`config.mk`:
```
export PLATFORM = sky130hd
export DESIGN_NAME = cpu_sequencer_flat
export DESIGN_NICKNAME = d
export VERILOG_FILES = /design/src/rtl/cpu_pkg.sv /design/src/rtl/cpu_sequencer_if.sv /design/src/rtl/prog_counter.sv /design/src/rtl/cpu_sequencer.sv /design/src/flat_wrapper.sv
export SDC_FILE = /design/constraint.sdc
export NUM_CORES = 1
export LEC_CHECK = 0
export ABC_AREA = 0
export BUFFER_PORTS_ARGS = -buffer_cell sky130_fd_sc_hd__buf_2
export CAP_MARGIN = 40
export CORE_AREA = 2 2 59 61
export CTS_CLUSTER_DIAMETER = 80
export DETAILED_ROUTE_END_ITERATION = 8
export DIE_AREA = 0 0 61 63
export PLACE_DENSITY = 0.81
export SKIP_LAST_GASP = 1
export SLEW_MARGIN = 20
export SYNTH_ARGS = -nofsm -noshare
export SYNTH_HDL_FRONTEND = slang
export SYNTH_SLANG_ARGS = --single-unit
```
`constraint.sdc`:
```
create_clock -name clk -period 2.5 [get_ports clk]
set_clock_uncertainty 0.05 [all_clocks]
set_input_delay 0.5 -clock clk [delete_from_list [all_inputs] [get_ports clk]]
set_output_delay 0.5 -clock clk [all_outputs]
set_load 0.005 [all_outputs]
```
`src/rtl/cpu_pkg.sv`:
```
// Shared types and constants for the 4-bit CPU sequencer: control-word layout,
// FSM states and the datapath strobe packing.
package cpu_pkg;

  localparam int unsigned PC_W   = 12;
  localparam int unsigned CTRL_W = 13;
  localparam int unsigned DP_W   = 9;
  localparam int unsigned ADDR_W = 7;

  localparam int unsigned CTRL_INC_PC     = 12;
  localparam int unsigned CTRL_LOAD_PC    = 11;
  localparam int unsigned CTRL_LOAD_FLAGS = 9;

  localparam logic [CTRL_W-1:0] ILLEGAL_WORD = 13'h1FFF;

  typedef enum logic [1:0] {
    HALT  = 2'd0,
    FETCH = 2'd1,
    EXEC  = 2'd2
  } state_e;

  // Datapath strobes handed to the ALU/RAM/IO side, in control-word bit order [8:0]
  typedef struct packed {
    logic [2:0] s;
    logic       cs_ram;
    logic       we_ram;
    logic       oe_alu;
    logic       oe_in;
    logic       oe_oprnd;
    logic       load_out;
  } dp_ctrl_t;

  function automatic dp_ctrl_t pack_dp(input logic [CTRL_W-1:0] cw);
    pack_dp = dp_ctrl_t'(cw[DP_W-1:0]);
  endfunction

endpackage

```
`src/rtl/cpu_sequencer_if.sv`:
```
// Bus bundle between the sequencer and its ROM, decode table and datapath.
interface cpu_sequencer_if;
  import cpu_pkg::*;

  logic              run;
  logic              step;
  logic [7:0]        prog_byte;
  logic              prog_valid;
  logic [PC_W-1:0]   branch_tgt;
  logic              c_in;
  logic              z_in;
  logic [CTRL_W-1:0] ctrl_word;

  logic [ADDR_W-1:0] ctrl_addr;
  logic [PC_W-1:0]   pc;
  logic              fetch_req;
  logic [3:0]        oprnd;
  dp_ctrl_t          dp_ctrl;
  logic              phase;
  logic              halted;
  logic              illegal;

  modport master (
    input  run, step, prog_byte, prog_valid, branch_tgt, c_in, z_in, ctrl_word,
    output ctrl_addr, pc, fetch_req, oprnd, dp_ctrl, phase, halted, illegal
  );

  modport slave (
    output run, step, prog_byte, prog_valid, branch_tgt, c_in, z_in, ctrl_word,
    input  ctrl_addr, pc, fetch_req, oprnd, dp_ctrl, phase, halted, illegal
  );

endinterface

```
`src/rtl/prog_counter.sv`:
```
// Program counter: load beats increment, wraps modulo 2^PC_W.
module prog_counter
  import cpu_pkg::*;
(
  input  logic            clk,
  input  logic            reset,
  input  logic            inc,
  input  logic            load,
  input  logic [PC_W-1:0] tgt,
  output logic [PC_W-1:0] pc
);

  always_ff @(posedge clk or negedge reset) begin
    if (!reset)    pc <= '0;
    else if (load) pc <= tgt;
    else if (inc)  pc <= pc + PC_W'(1);
  end

endmodule

```
`src/rtl/cpu_sequencer.sv`:
```
// Fetch/execute sequencer: owns PC, IR, C/Z flags and phase, addresses the
// decode table and gates its control word onto the datapath in EXEC only.
module cpu_sequencer
  import cpu_pkg::*;
(
  input  logic            clk,
  input  logic            reset,
  cpu_sequencer_if.master bus
);

  state_e          state, state_nxt;
  logic [3:0]      opcode, oprnd_q;
  logic            c_flag, z_flag, illegal_q;
  logic [PC_W-1:0] pc_q;

  logic     is_illegal;
  logic     pc_inc, pc_load, ir_load, flags_load, illegal_set;
  dp_ctrl_t dp_ctrl_c;

  assign is_illegal = (bus.ctrl_word == ILLEGAL_WORD);

  prog_counter u_pc (
    .clk  (clk),
    .reset(reset),
    .inc  (pc_inc),
    .load (pc_load),
    .tgt  (bus.branch_tgt),
    .pc   (pc_q)
  );

  always_ff @(posedge clk or negedge reset) begin
    if (!reset) state <= HALT;
    else        state <= state_nxt;
  end

  // An all-ones control word suppresses every update and parks the FSM in HALT
  always_comb begin
    state_nxt   = state;
    pc_inc      = 1'b0;
    pc_load     = 1'b0;
    ir_load     = 1'b0;
    flags_load  = 1'b0;
    illegal_set = 1'b0;
    dp_ctrl_c   = '0;
    case (state)
      HALT: begin
        if (bus.run || bus.step) state_nxt = FETCH;
      end
      FETCH: begin
        if (is_illegal) begin
          illegal_set = 1'b1;
          state_nxt   = HALT;
        end else if (bus.prog_valid) begin
          ir_load   = 1'b1;
          pc_inc    = bus.ctrl_word[CTRL_INC_PC];
          state_nxt = EXEC;
        end
      end
      EXEC: begin
        if (is_illegal) begin
          illegal_set = 1'b1;
          state_nxt   = HALT;
        end else begin
          pc_load    = bus.ctrl_word[CTRL_LOAD_PC];
          pc_inc     = bus.ctrl_word[CTRL_INC_PC];
          flags_load = bus.ctrl_word[CTRL_LOAD_FLAGS];
          dp_ctrl_c  = pack_dp(bus.ctrl_word);
          state_nxt  = bus.run ? FETCH : HALT;
        end
      end
      default: state_nxt = HALT;
    endcase
  end

  always_ff @(posedge clk or negedge reset) begin
    if (!reset) begin
      opcode    <= '0;
      oprnd_q   <= '0;
      c_flag    <= 1'b0;
      z_flag    <= 1'b0;
      illegal_q <= 1'b0;
    end else begin
      if (ir_load) {opcode, oprnd_q} <= bus.prog_byte;
      if (flags_load) begin
        c_flag <= bus.c_in;
        z_flag <= bus.z_in;
      end
      if (illegal_set) illegal_q <= 1'b1;
    end
  end

  assign bus.ctrl_addr = {opcode, c_flag, z_flag, state == EXEC};
  assign bus.pc        = pc_q;
  assign bus.fetch_req = (state == FETCH);
  assign bus.oprnd     = oprnd_q;
  assign bus.dp_ctrl   = dp_ctrl_c;
  assign bus.phase     = (state == EXEC);
  assign bus.halted    = (state == HALT);
  assign bus.illegal   = illegal_q;

endmodule
```
`src/flat_wrapper.sv`:
```
// flat-port wrapper written by rule: the top's interface ports become plain ports
module cpu_sequencer_flat import cpu_pkg::*;
  (clk, reset, bus_run, bus_step, bus_prog_byte, bus_prog_valid, bus_branch_tgt, bus_c_in, bus_z_in, bus_ctrl_word, bus_ctrl_addr, bus_pc, bus_fetch_req, bus_oprnd, bus_dp_ctrl, bus_phase, bus_halted, bus_illegal);
  cpu_sequencer_if bus_i ();
  input  logic clk;
  input  logic reset;
  input wire logic [$bits(bus_i.run)-1:0] bus_run;
  input wire logic [$bits(bus_i.step)-1:0] bus_step;
  input wire logic [$bits(bus_i.prog_byte)-1:0] bus_prog_byte;
  input wire logic [$bits(bus_i.prog_valid)-1:0] bus_prog_valid;
  input wire logic [$bits(bus_i.branch_tgt)-1:0] bus_branch_tgt;
  input wire logic [$bits(bus_i.c_in)-1:0] bus_c_in;
  input wire logic [$bits(bus_i.z_in)-1:0] bus_z_in;
  input wire logic [$bits(bus_i.ctrl_word)-1:0] bus_ctrl_word;
  output wire logic [$bits(bus_i.ctrl_addr)-1:0] bus_ctrl_addr;
  output wire logic [$bits(bus_i.pc)-1:0] bus_pc;
  output wire logic [$bits(bus_i.fetch_req)-1:0] bus_fetch_req;
  output wire logic [$bits(bus_i.oprnd)-1:0] bus_oprnd;
  output wire logic [$bits(bus_i.dp_ctrl)-1:0] bus_dp_ctrl;
  output wire logic [$bits(bus_i.phase)-1:0] bus_phase;
  output wire logic [$bits(bus_i.halted)-1:0] bus_halted;
  output wire logic [$bits(bus_i.illegal)-1:0] bus_illegal;
  assign bus_i.run = bus_run;
  assign bus_i.step = bus_step;
  assign bus_i.prog_byte = bus_prog_byte;
  assign bus_i.prog_valid = bus_prog_valid;
  assign bus_i.branch_tgt = bus_branch_tgt;
  assign bus_i.c_in = bus_c_in;
  assign bus_i.z_in = bus_z_in;
  assign bus_i.ctrl_word = bus_ctrl_word;
  assign bus_ctrl_addr = bus_i.ctrl_addr;
  assign bus_pc = bus_i.pc;
  assign bus_fetch_req = bus_i.fetch_req;
  assign bus_oprnd = bus_i.oprnd;
  assign bus_dp_ctrl = bus_i.dp_ctrl;
  assign bus_phase = bus_i.phase;
  assign bus_halted = bus_i.halted;
  assign bus_illegal = bus_i.illegal;
  cpu_sequencer u_core (.clk(clk), .reset(reset), .bus(bus_i));
endmodule
```
After elaboration in Yosys (flattened, before gate mapping)

Cells that the tools add are included.

Word-level logic and storage cells: 41
Output and inout bits: 36
Bits in registers: 25
Input bits: 40

Reduce and logical (&&, ||, !) cells: 5
Multiplexer cells: 23
Add/subtract/negate cells: 1
Equality and inequality tests: 5

Operators by type and width:

| operator                | count |
|---|---|
| $mux W12                | 2 |
| $mux W9                 | 2 |
| $eq A13 B13 Y1 const B  | 1 |
| $mux W1                 | 13 |
| $add A12 B1 Y12 const B | 1 |
| $mux W2                 | 4 |
| $pmux W2 S3             | 1 |
| $ne A3 B2 Y1 const B    | 1 |
| $eq A2 B1 Y1 const B    | 1 |
| $eq A2 B2 Y1 const B    | 1 |
| $logic_not A2 Y1        | 1 |
| $ne A2 B1 Y1 const B    | 1 |
| $pmux W1 S2             | 1 |
| $reduce_and A2 Y1       | 1 |
| $reduce_bool A2 Y1      | 1 |
| $reduce_or A2 Y1        | 1 |
| $logic_or A1 B1 Y1      | 1 |

Logic depth before layout (Yosys ltp)

Depth in word-level cells: 5
Depth in mapped cells: 8
Depth with buffers taken out: 7

By module

A second synthesis with hierarchy kept.

Cell total of the unflattened synthesis: 135
Area, all modules: 1462.7 um2

By module, submodules not included:

| module        | times used | cells an instance | sequential area each (um2) | area each (um2) |
|---|---|---|---|---|
| cpu_sequencer | 1          | 63                | 325.3                      | 790.8 |
| prog_counter  | 1          | 72                | 300.3                      | 671.9 |

Worst setup path before layout

No wires, ideal clock.

Kind: input -> output
Start: in bus_ctrl_word[3]
End: out bus_dp_ctrl[0]
Arrival: 1495 ps
Setup slack: 455 ps
Data required time: 1950 ps
Cell stages on the path: 4
Buffers on the path: 1
Cells stage by stage: nand4_1 or4_4 clkbuf_1 and3_1

Cells in the longest elaborated chain, start to end: 3

RTL lines:

| what           | line                | RTL |
|---|---|---|
| from (decl)    | flat_wrapper.sv:14  | `input wire logic [$bits(bus_i.ctrl_word)-1:0] bus_ctrl_word;` |
| $eq A13 B13 Y1 | cpu_sequencer.sv:20 | `assign is_illegal = (bus.ctrl_word == ILLEGAL_WORD);` |
| $mux W9        | cpu_sequencer.sv:60 | `if (is_illegal) begin` |
| $mux W9        | cpu_sequencer.sv:45 | `case (state)` |
| to (decl)      | flat_wrapper.sv:19  | `output wire logic [$bits(bus_i.dp_ctrl)-1:0] bus_dp_ctrl;` |

Every way passes these cells.

Final worst setup path

Start: in bus_ctrl_word[3]
End: out bus_dp_ctrl[2]

Same word-level chain as after synthesis.

==> PnR_summary.wiki <==
{| class="wikitable"
! Metric !! Value
|-
| Number of synthesis warnings || 0
|-
| Most numerous cell types in the synthesized netlist || 25 x dfrtp_1, 17 x nand2_1, 13 x and3_1
|-
| Cell at the root of the clock tree || clkbuf_4
|-
| Crit path time final || approximately 2.3 ns
|-
| Class of the most critical hold timing path || in2async
|-
| Capturing element type of the critical path || output pin
|-
| Worst Path Arrival || between 1.5 and 2 ns
|-
| Clock tree from TritonCTS || built
|-
| First-iteration detailed-routing DRC count || 55
|-
| Cell with the most instances after synthesis || dfrtp_1
|-
| Number of clock sinks || 25
|-
| Cell count of the worst reg-to-reg path || 7
|-
| Most used DFF post-synth || dfrtp_1
|-
| Area enclosed by the die boundary || slightly below 0.004 sq mm
|-
| Ys async rst share || 1.00
|-
| Proportion of layout cells with a drive suffix above 1 || 0.445
|-
| Total non-filler cell area in the finished layout || 0.00186 sq mm
|-
| Net Count, Synth || approximately 190
|-
| Number of placement rows || 21
|-
| Total congestion overflow || 0
|-
| Drt drc || 0
|-
| Buffers inserted by post-CTS timing repair || 0
|-
| Crit start category || primary input
|-
| Final WL || between 3000 and 4000 um
|-
| Unique cell type count in the Yosys netlist || 38
|-
| Number of levels the H-tree was split into || 1
|-
| Setup-failing EPs final || 0
|-
| WL/cell || between 10 and 15 um
|-
| Final Slew Violations || 0
|-
| Total vias in the final route || 1361
|-
| First-pass GRT wire length || around 5600 um
|-
| Die extent in y || approximately 63 um
|-
| FF-to-FF setup slack || 0.37 ns
|-
| Maximum number of pins on one net before global-route repair || 26
|-
| Die span in x || slightly above 60 um
|-
| PwrDens || between 900 and 1000 mW/mm^2
|-
| Top-level port count || between 70 and 80
|-
| Number of global-route vias before repair || roughly 1300
|-
| Worst hold-check slack || 0.0794 ns
|-
| Clock latency of the later-clocked register in the worst-skew pair || about 0.32 ns
|-
| Static leakage power || between 0.9 and 1 nW
|-
| Proportion of netlist area held by the largest area contributor || 0.429
|-
| Antenna violations before repair || 0
|-
| DP Wirelength || between 2000 and 3000 um
|-
| Detailed-routing iteration count for the pre-antenna-repair pass || 4
|-
| Synth-to-layout area growth || 27.5%
|-
| Initial core utilization || 0.451
|-
| Max_slew headroom || 0.606
|-
| Mean cell area of the mapped netlist || approximately 9.8 sq um
|-
| Path type of the worst setup path || in2out
|-
| GRT Total Usage || 0.188
|-
| Transition time at the pin with the least slew margin || slightly below 0.6 ns
|-
| Share of the core filled with cells || 0.575
|-
| Mapped Area || roughly 0.0015 sq mm
|-
| Critical Path Fanout Max || 21
|-
| Run status || finished clean
|-
| Yosys reg bits || 25
|-
| Largest area contributor in the netlist || dfrtp_1
|-
| Number of enable flip-flop cells after synthesis || 0
|-
| Endpoint required time on the critical path || between 1.5 and 2 ns
|-
| Final antenna-violating net count || 0
|-
| Unrepaired setup endpoints after global routing || false
|-
| Clk slew on worst S/H paths || between 0.1 and 0.15 ns
|-
| Number of buffers added by the clock tree synthesis step || 3
|-
| Max Freq || around 440 MHz
|-
| Part of the Yosys area used for sequential elements || 0.429
|-
| Inserted Diodes || 0
|-
| Nets || between 200 and 300
|-
| Placed inst area || about 0.0018 sq mm
|-
| Final weighted congestion of routability-driven global placement || slightly above 0.8
|-
| Beginning of the worst register-to-register path || u_core.state[0]
|-
| Worst reg2reg endpoint || u_core.u_pc.pc[2]
|-
| Number of maximum-capacitance constraint violations || 0
|-
| Number of buffers on the longest clock path || 2
|-
| Via-per-instance ratio || ~5.2
|-
| Count of mapped cells out of synthesis || 148
|-
| Final count of hold timing violations || 0
|-
| Pre-CTS worst setup slack || between 0.2 and 0.25 ns
|-
| Worst IR drop on VDD || approximately 0.00053 V
|-
| Slack of the critical path || 0.234 ns
|-
| Synth top area cells || dfrtp_1 43%, mux2_2 8.5%, and3_1 5.6%
|-
| Final period utilization || 0.907
|-
| Number of buffers added on ports || 75
|-
| Core outline area || between 0.003 and 0.004 sq mm
|-
| Setup TNS || 0 ns
|}
[sequential cells by signal, summed over array words and instances, names as in the netlist]
register,count
u_core.u_pc.pc,12
u_core.bus.illegal,1
u_core.bus.oprnd,4
u_core.state,2
u_core.z_flag,1
u_core.opcode,4
u_core.c_flag,1
[power by group]
| part | total, W | internal (W) | switching [W] |
|---|---|---|---|
| sequential | 0.000749 | 0.000594 | 0.000155 |
| clock | 0.000189 | 0.0000601 | 0.000129 |
| combinational | 0.000874 | 0.000461 | 0.000413 |
[cell usage in the layout (no fill, tap or decap), drive strengths merged, types with 2 or more instances in the layout]
cell and count:
inv 4, dfrtp 25, o211ai 2, nor2 5
xor2 5, and3 14, nand4 5, a21oi 6
and2 2, nand3 4, o21ai 12, ha 5
a22oi 2, a31oi 2, nand2 18, clkbuf 3
buf 76, a2bb2oi 3, mux2 11
[critical path: stages]
cell	delay (ns)
buf_2	0.09
nand4_1	0.11
or4_4	0.66
and3_1	0.23
buf_2	0.12
[through the flow]
step | std cells | total power [W]
6_report | 264 | 0.00181
5_1_grt | 264 | 0.00199
4_1_cts | 264 | 0.00182
3_5_place_dp | 260 | 0.00163
3_3_place_gp | 260 | 0.00161
2_1_floorplan | 148 | 0.00131
[layer usage]
metal | track usage | share of wire
met5 | 0 | 0
met4 | 0.0761 | 0.021
met3 | 0.0352 | 0.069
met2 | 0.289 | 0.46
met1 | 0.256 | 0.45
[what timing repair did]
action                                  in CTS  in global routing
endpoints found under the setup margin       0                  3
resized for setup                            0                  2
hold buffers                                 0                  0
[layout make-up]
cell class	instances	area [sq um]
Fill cell	308	1370
Multi-Input combinational cell	109	749
Sequential cell	25	626
Timing Repair Buffer	76	383
Tap cell	46	57.6
Clock buffer	3	22.5
Inverter	4	15.0
Clock inverter	1	5.00
[cells by family (layout without fill, tap and decap cells)]
kind of cell / after synthesis / count (layout) / share of synthesized area
flip-flops: 25 / 25 / 0.429
buffers and inverters: 14 / 84 / 0.0601
XOR/XNOR: 5 / 5 / 0.0300
multiplexers: 12 / 12 / 0.0918
AND/OR/NAND/NOR: 54 / 54 / 0.205
adder cells (fa/ha/maj): 5 / 5 / 0.0429
AO/OA/AOI/OAI: 33 / 33 / 0.141
[how the worst max path moves through the flow]
| stage | end | slack [ns] | startpoint | cells past startpoint |
|---|---|---|---|---|
| final | bus_dp_ctrl[2] | 0.23 | bus_ctrl_word[3] | 5 |
| after global routing | u_core.u_pc.pc[10] | 0.12 | u_core.state[0] | 7 |
| after CTS | u_core.u_pc.pc[2] | 0.22 | u_core.state[0] | 6 |
| after detailed placement | bus_dp_ctrl[2] | 0.23 | bus_ctrl_word[3] | 5 |
| after global placement | bus_dp_ctrl[2] | 0.25 | bus_ctrl_word[3] | 5 |
| after floorplan | bus_dp_ctrl[0] | 0.45 | bus_ctrl_word[3] | 4 |
No activity file was read; power rests on OpenSTA's default activity.
